==> src/rtl/fp_add_pipe.sv <==
// fp_add_pipe: multi-cycle IEEE-754 adder/subtractor.
// It holds one operation at a time and steps it through ALIGN, ADD, NORM and OUT.
// Subnormal inputs are treated as zero, and results below the normal range are
// flushed to zero.
module fp_add_pipe #(
    parameter int EXP_W = 8,
    parameter int MAN_W = 23
) (
    input  logic                 clk,
    input  logic                 rst_n,
    input  logic                 in_valid,
    output logic                 in_ready,
    input  logic [EXP_W+MAN_W:0] a,
    input  logic [EXP_W+MAN_W:0] b,
    input  logic                 sub,
    output logic                 out_valid,
    input  logic                 out_ready,
    output logic [EXP_W+MAN_W:0] result,
    output logic [3:0]           flags
);
    localparam int W     = 1 + EXP_W + MAN_W;
    localparam int SW    = MAN_W + 4;     // hidden + fraction + guard/round/sticky
    localparam int RW    = MAN_W + 2;     // rounded significand plus rounding carry
    localparam int EW2   = EXP_W + 2;     // signed exponent with headroom both ways
    localparam int LZW   = $clog2(SW + 1);
    localparam int SHMAX = MAN_W + 3;     // shifts this large keep only sticky

    localparam logic [EXP_W-1:0]      EXP_ONES = '1;
    localparam logic signed [EW2-1:0] E_ONE    = EW2'(1);
    localparam logic signed [EW2-1:0] E_MAX    = EW2'(EXP_ONES);
    localparam logic [W-1:0]          QNAN     = {1'b0, EXP_ONES, 1'b1, {(MAN_W-1){1'b0}}};

    typedef enum logic [2:0] {IDLE, ALIGN, ADD, NORM, OUT} state_t;

    // Operands after swap and alignment: l = larger magnitude, s = smaller magnitude.
    typedef struct packed {
        logic             sign_l;
        logic             sign_s;
        logic [EXP_W-1:0] exp_l;
        logic [SW-1:0]    sig_l;
        logic [SW-1:0]    sig_s;
    } align_t;

    // NaN/infinity outcome, decided in ALIGN and carried to the output.
    typedef struct packed {
        logic         hit;
        logic [W-1:0] res;
        logic [3:0]   flg;
    } spec_t;

    state_t         state_q, state_d;
    logic [W-1:0]   a_q, a_d, b_q, b_d;
    align_t         aln_q, aln_d;
    spec_t          spc_q, spc_d;
    logic [SW:0]    sum_q, sum_d;
    logic           eff_sub_q, eff_sub_d;
    logic [W-1:0]   result_q, result_d;
    logic [3:0]     flags_q, flags_d;

    // ALIGN intermediates
    logic             sa, sb, nan_a, nan_b, snan_a, snan_b, inf_a, inf_b, a_ge, lost;
    logic [EXP_W-1:0] exp_a, exp_b, exp_s, exp_diff;
    logic [MAN_W-1:0] frac_a, frac_b;
    logic [MAN_W:0]   sig_a, sig_b, sig_sm;
    logic [W-2:0]     mag_a, mag_b;
    logic [SW-1:0]    ext_s, shifted;

    // NORM intermediates
    logic [LZW-1:0]         lzc;
    logic                   found, rnd_up, inexact;
    logic [SW-1:0]          norm;
    logic signed [EW2-1:0]  e_norm, e_rnd;
    logic [RW-1:0]          rnd;
    logic [MAN_W-1:0]       frac_r;
    logic [W-1:0]           res_n;
    logic [3:0]             flg_n;

    assign in_ready  = (state_q == IDLE);
    assign out_valid = (state_q == OUT);
    assign result    = result_q;
    assign flags     = flags_q;

    // Control sequence: fixed walk from ALIGN to OUT, then wait for the consumer.
    always_comb begin
        state_d = state_q;
        case (state_q)
            IDLE:    if (in_valid) state_d = ALIGN;
            ALIGN:   state_d = ADD;
            ADD:     state_d = NORM;
            NORM:    state_d = OUT;
            OUT:     if (out_ready) state_d = IDLE;
            default: state_d = IDLE;
        endcase
    end

    // Capture operands on accept; subtraction becomes addition of the negated b.
    always_comb begin
        a_d = a_q;
        b_d = b_q;
        if (state_q == IDLE && in_valid) begin
            a_d = a;
            b_d = {b[W-1] ^ sub, b[W-2:0]};
        end
    end

    // ALIGN: classify, order by magnitude, and shift the smaller into GRS bits.
    always_comb begin
        sa     = a_q[W-1];
        sb     = b_q[W-1];
        exp_a  = a_q[W-2 -: EXP_W];
        exp_b  = b_q[W-2 -: EXP_W];
        frac_a = a_q[MAN_W-1:0];
        frac_b = b_q[MAN_W-1:0];
        nan_a  = (exp_a == EXP_ONES) && (frac_a != '0);
        nan_b  = (exp_b == EXP_ONES) && (frac_b != '0);
        snan_a = nan_a && !frac_a[MAN_W-1];
        snan_b = nan_b && !frac_b[MAN_W-1];
        inf_a  = (exp_a == EXP_ONES) && (frac_a == '0);
        inf_b  = (exp_b == EXP_ONES) && (frac_b == '0);
        // A zero exponent field (zero or subnormal) counts as zero.
        sig_a  = (exp_a == '0) ? '0 : {1'b1, frac_a};
        sig_b  = (exp_b == '0) ? '0 : {1'b1, frac_b};
        mag_a  = (exp_a == '0) ? '0 : a_q[W-2:0];
        mag_b  = (exp_b == '0) ? '0 : b_q[W-2:0];
        a_ge   = (mag_a >= mag_b);
        exp_s  = a_ge ? exp_b : exp_a;
        sig_sm = a_ge ? sig_b : sig_a;
        exp_diff = (a_ge ? exp_a : exp_b) - exp_s;
        ext_s   = {sig_sm, 3'b000};
        shifted = ext_s >> exp_diff;
        lost    = ((shifted << exp_diff) != ext_s);

        aln_d = aln_q;
        spc_d = spc_q;
        if (state_q == ALIGN) begin
            aln_d.sign_l = a_ge ? sa : sb;
            aln_d.sign_s = a_ge ? sb : sa;
            aln_d.exp_l  = a_ge ? exp_a : exp_b;
            aln_d.sig_l  = {(a_ge ? sig_a : sig_b), 3'b000};
            if (int'(exp_diff) >= SHMAX)
                aln_d.sig_s = SW'(|sig_sm);
            else
                aln_d.sig_s = shifted | SW'(lost);

            spc_d = '0;
            if (nan_a || nan_b) begin
                spc_d.hit = 1'b1;
                spc_d.res = QNAN;
                spc_d.flg = {snan_a | snan_b, 3'b000};
            end else if (inf_a && inf_b && (sa != sb)) begin
                spc_d.hit = 1'b1;
                spc_d.res = QNAN;
                spc_d.flg = 4'b1000;
            end else if (inf_a) begin
                spc_d.hit = 1'b1;
                spc_d.res = a_q;
            end else if (inf_b) begin
                spc_d.hit = 1'b1;
                spc_d.res = b_q;
            end
        end
    end

    // ADD: magnitude add or (larger - smaller) subtract with one carry bit.
    always_comb begin
        sum_d     = sum_q;
        eff_sub_d = eff_sub_q;
        if (state_q == ADD) begin
            eff_sub_d = aln_q.sign_l ^ aln_q.sign_s;
            if (eff_sub_d)
                sum_d = {1'b0, aln_q.sig_l} - {1'b0, aln_q.sig_s};
            else
                sum_d = {1'b0, aln_q.sig_l} + {1'b0, aln_q.sig_s};
        end
    end

    // NORM: normalise, round to nearest even, pick the final encoding and flags.
    always_comb begin
        lzc   = '0;
        found = 1'b0;
        for (int i = SW - 1; i >= 0; i--) begin
            if (!found) begin
                if (sum_q[i]) found = 1'b1;
                else          lzc   = lzc + LZW'(1);
            end
        end

        if (sum_q[SW]) begin
            // Carry out: shift right one place and fold the dropped bit into sticky.
            norm   = {sum_q[SW:2], sum_q[1] | sum_q[0]};
            e_norm = EW2'(aln_q.exp_l) + E_ONE;
        end else begin
            norm   = sum_q[SW-1:0] << lzc;
            e_norm = EW2'(aln_q.exp_l) - EW2'(lzc);
        end

        rnd_up  = norm[2] & (norm[1] | norm[0] | norm[3]);
        inexact = |norm[2:0];
        rnd     = {1'b0, norm[SW-1:3]} + RW'(rnd_up);
        e_rnd   = rnd[RW-1] ? e_norm + E_ONE : e_norm;
        frac_r  = rnd[RW-1] ? rnd[MAN_W:1] : rnd[MAN_W-1:0];

        res_n = {aln_q.sign_l, e_rnd[EXP_W-1:0], frac_r};
        flg_n = {3'b000, inexact};
        if (spc_q.hit) begin
            res_n = spc_q.res;
            flg_n = spc_q.flg;
        end else if (sum_q == '0) begin
            // Exact cancellation is +0; only like-signed zeros keep their sign.
            res_n = {aln_q.sign_l & ~eff_sub_q, {(W-1){1'b0}}};
            flg_n = 4'b0000;
        end else if (e_rnd < E_ONE) begin
            res_n = {aln_q.sign_l, {(W-1){1'b0}}};
            flg_n = 4'b0011;
        end else if (e_rnd >= E_MAX) begin
            res_n = {aln_q.sign_l, EXP_ONES, {MAN_W{1'b0}}};
            flg_n = 4'b0101;
        end

        result_d = (state_q == NORM) ? res_n : result_q;
        flags_d  = (state_q == NORM) ? flg_n : flags_q;
    end

    // State and datapath registers; reset clears everything and aborts any operation.
    always_ff @(posedge clk or negedge rst_n) begin
        if (!rst_n) begin
            state_q   <= IDLE;
            a_q       <= '0;
            b_q       <= '0;
            aln_q     <= '0;
            spc_q     <= '0;
            sum_q     <= '0;
            eff_sub_q <= 1'b0;
            result_q  <= '0;
            flags_q   <= '0;
        end else begin
            state_q   <= state_d;
            a_q       <= a_d;
            b_q       <= b_d;
            aln_q     <= aln_d;
            spc_q     <= spc_d;
            sum_q     <= sum_d;
            eff_sub_q <= eff_sub_d;
            result_q  <= result_d;
            flags_q   <= flags_d;
        end
    end

endmodule
==> config.mk <==
export PLATFORM = sky130hd
export DESIGN_NAME = fp_add_pipe
export DESIGN_NICKNAME = d
export VERILOG_FILES = /design/src/rtl/fp_add_pipe.sv
export SDC_FILE = /design/constraint.sdc
export NUM_CORES = 1
export LEC_CHECK = 0
export ABC_AREA = 1
export CORE_ASPECT_RATIO = 0.75
export CORE_MARGIN = 10
export CORE_UTILIZATION = 44
export DETAILED_ROUTE_END_ITERATION = 16
export DONT_BUFFER_PORTS = 1
export PLACE_DENSITY = 0.62
export SKIP_LAST_GASP = 1
export SYNTH_ARGS = -nofsm -noshare
export SYNTH_HDL_FRONTEND = slang
export SYNTH_SLANG_ARGS = --single-unit
export TNS_END_PERCENT = 30
==> constraint.sdc <==
create_clock -name clk -period 16.2 [get_ports clk]
set_input_delay 2.43 -clock clk [delete_from_list [all_inputs] [get_ports clk]]
set_output_delay 2.43 -clock clk [all_outputs]
set_load 0.01 [all_outputs]
==> results.json <==
{
  "post-route-period-util_pct": 91.0,
  "slew_violations": 0,
  "grt_pass1_wl_um": 114000,
  "remaining_drc_errors": 0,
  "reg2reg_to": "result[16]$_DFFE_PN0N_",
  "drtIter0Drc": 2051,
  "cts_buffers": 25,
  "grt_util_met2_pct": 38.2,
  "worstSetupPathType": "flop to flop",
  "routed_via_density": 5.52,
  "cts_hold_buf": 0,
  "drtPass1Iterations": 6,
  "synth_common_cells": "931 x nand2_1, 408 x inv_1, 364 x o21ai_0",
  "gp_congestion": 0.949,
  "crit_fanout": 34,
  "max-cap-violations": 0,
  "worstHoldPathCells": 2,
  "die_h_um": 213,
  "finalNetCount": 3481,
  "tightest_slew_ps": 881,
  "wl_per_cell_um": 18.2,
  "seq_area_frac_synth_pct": 26.0,
  "core-area_sq_um": 49000,
  "synthesis.area_sq_um": 21800,
  "area_growth_pct": 4.46,
  "vias": 21800,
  "rsz0062_at_grt": "false",
  "hold_path_class": "flop to flop",
  "avgSynthCellArea_sq_um": 6.43,
  "clk_pin_slew_worst_paths_ps": 60,
  "start_util_pct": 44.6,
  "track_usage_pct": 23.4,
  "synth-async-reset-ratio_pct": 100,
  "finalHoldViolCount": 0,
  "yosysWarnings": 0,
  "yosys_register_bits": 227,
  "setup_viol": 0,
  "synth_ff_type": "dfrtp_1",
  "synth_top_cell_by_area": "dfrtp_1",
  "reg2reg_depth": 91,
  "synth.most_common_cell": "nand2_1",
  "clk_latency_ps": 570,
  "dieWidth_um": 277,
  "ys_types": 76,
  "ant_nets": 0,
  "crit_slowest_cell": "dfrtp_1",
  "cpMostUsedCell": "nand2_1",
  "io_buffers": 0,
  "diodes": 0,
  "dpl.hpwl_um": 56000,
  "cp-end-kind": "flop",
  "slew_headroom_pct": 41.3,
  "fmax_ghz": 0.0679,
  "grtUsageMet1_pct": 31.6,
  "syn_nets": 3580,
  "cts_root_buf": "clkbuf_16",
  "tns_ps": 0,
  "use_met3_pct": 2.79,
  "dieArea_sq_um": 59000,
  "synth_area_leaders": "dfrtp_1 26%, nand2_1 16%, o21ai_0 8.3%",
  "regToRegSetupSlack_ps": 1470,
  "skew_ps": 22.0,
  "ios": 107,
  "clock-sinks": 227,
  "grt_overflow": 0,
  "cp-start-kind": "flop",
  "clk_path_buf_depth": 3,
  "grt_busiest_layer": "met2",
  "status": "complete, no violations",
  "rows": 70,
  "synth_top_area_share_pct": 26.0,
  "synth_edf_count": 0,
  "antenna_found_initial": 0,
  "drive_gt1_share_pct": 7.37,
  "critPathMaxStageDelay_ps": 410,
  "h-tree-depth": 1,
  "fin_crit_ps": 14730,
  "crit_arrival_ps": 15220,
  "reg2reg_from": "sum_q[25]$_DFFE_PN0P_",
  "critPathRequiredTime_ps": 16680,
  "grt_pass1_vias": 20700,
  "routed_wl_um": 72200,
  "syn_inst": 3396,
  "cts_tree": "yes",
  "cp-endpoint": "result[16]$_DFFE_PN0N_",
  "critical_path.startpoint": "sum_q[25]$_DFFE_PN0P_",
  "grt_max_degree": 228
}
==> sequential cells by signal (all words and copies together) (netlist names) <==
name and cells:
a_q 32, aln_q 61, b_q 32, eff_sub_q 1
flags 4, result 32, spc_q 34, state_q 3
sum_q 28
==> per-stage QoR <==
step	std cells	cell area [sq um]	hold WS [ps]	setup slack, ps	util (%)
global route	3960	22800	486	13.6	46.6
floorplan	3396	21800	436	4330	-
CTS	3959	22800	469	1200	46.5
detailed placement	3917	22000	453	1270	44.9
finish	3960	22800	469	1470	46.6
global placement	3917	22000	452	1980	44.9
==> logic make-up after synthesis <==
group | count (synthesis) | share of synthesized area, %
multiplexers | 15 | 0.687
AO/OA/AOI/OAI | 706 | 17.6
buffers and inverters | 605 | 12.0
AND/OR/NAND/NOR | 1656 | 33.9
adder cells (fa/ha/maj) | 115 | 6.66
XOR/XNOR | 72 | 3.13
flip-flops | 227 | 26.0
==> placed cells by master, fill, tap and decap left out, types with 5 or more instances in the layout <==
cell type	count
nand2_1	929
inv_1	407
o21ai_0	364
nand3_1	257
nor2_1	245
dfrtp_1	227
a21oi_1	197
ha_1	113
nand4_1	55
xor2_1	52
o22ai_1	33
inv_2	28
nand2_2	26
clkbuf_16	25
buf_4	25
o21ai_1	24
nor3_1	22
nor2_2	20
nand3_2	20
nor2_4	19
nor4_1	19
o211ai_1	16
mux2i_1	15
xnor2_1	12
or2_2	11
a31oi_1	10
o21ai_2	10
clkinv_1	8
inv_6	7
nand2_4	7
clkbuf_1	7
nor2_8	6
o221ai_1	6
a21oi_2	5
nand3b_1	5
clkinv_2	5
o21bai_1	5
o31ai_1	5
==> worst min path at each step <==
stage,start,endpoint,slack [ps]
floorplan,spc_q[10]$_DFFE_PN0P_,spc_q[10]$_DFFE_PN0P_,440
global placement,spc_q[19]$_DFFE_PN0P_,spc_q[19]$_DFFE_PN0P_,450
detailed placement,spc_q[4]$_DFFE_PN0P_,spc_q[4]$_DFFE_PN0P_,450
CTS,spc_q[6]$_DFFE_PN0P_,spc_q[6]$_DFFE_PN0P_,470
global route,spc_q[24]$_DFFE_PN0P_,spc_q[24]$_DFFE_PN0P_,490
finish,spc_q[5]$_DFFE_PN0P_,spc_q[5]$_DFFE_PN0P_,470
==> layer usage <==
layer / wire, um / part of all wire [%]
met1: 32700 / 45
met2: 33100 / 46
met3: 4010 / 5.6
met4: 2440 / 3.4
met5: 0 / 0
==> worst max-delay path, delay by kind of cell, from the launching register on <==
family,cells,cell delay [ps]
flip-flops,1,410
AND/OR/NAND/NOR,38,5000
buffers and inverters,11,970
XOR/XNOR,2,290
AO/OA/AOI/OAI,25,3840
adder cells (fa/ha/maj),15,4180
==> layout make-up <==
cell class / count / area (sq um)
multi-input combinational: 2565 / 13600
timing repair buffer: 25 / 188
inverter: 453 / 1740
clock buffer: 35 / 693
sequential: 227 / 5680
clock inverter: 7 / 92.6
tap: 648 / 811
fill: 5063 / 26100
==> timing repair <==
item / in CTS / in global routing
setup buffers: 0 / 0
resized for setup: 0 / 7
setup endpoints to repair: 0 / 34
Power is left out: the tool's default activity adds up to more than one toggle a clock period on the data nets, which glitch-free logic cannot reach.
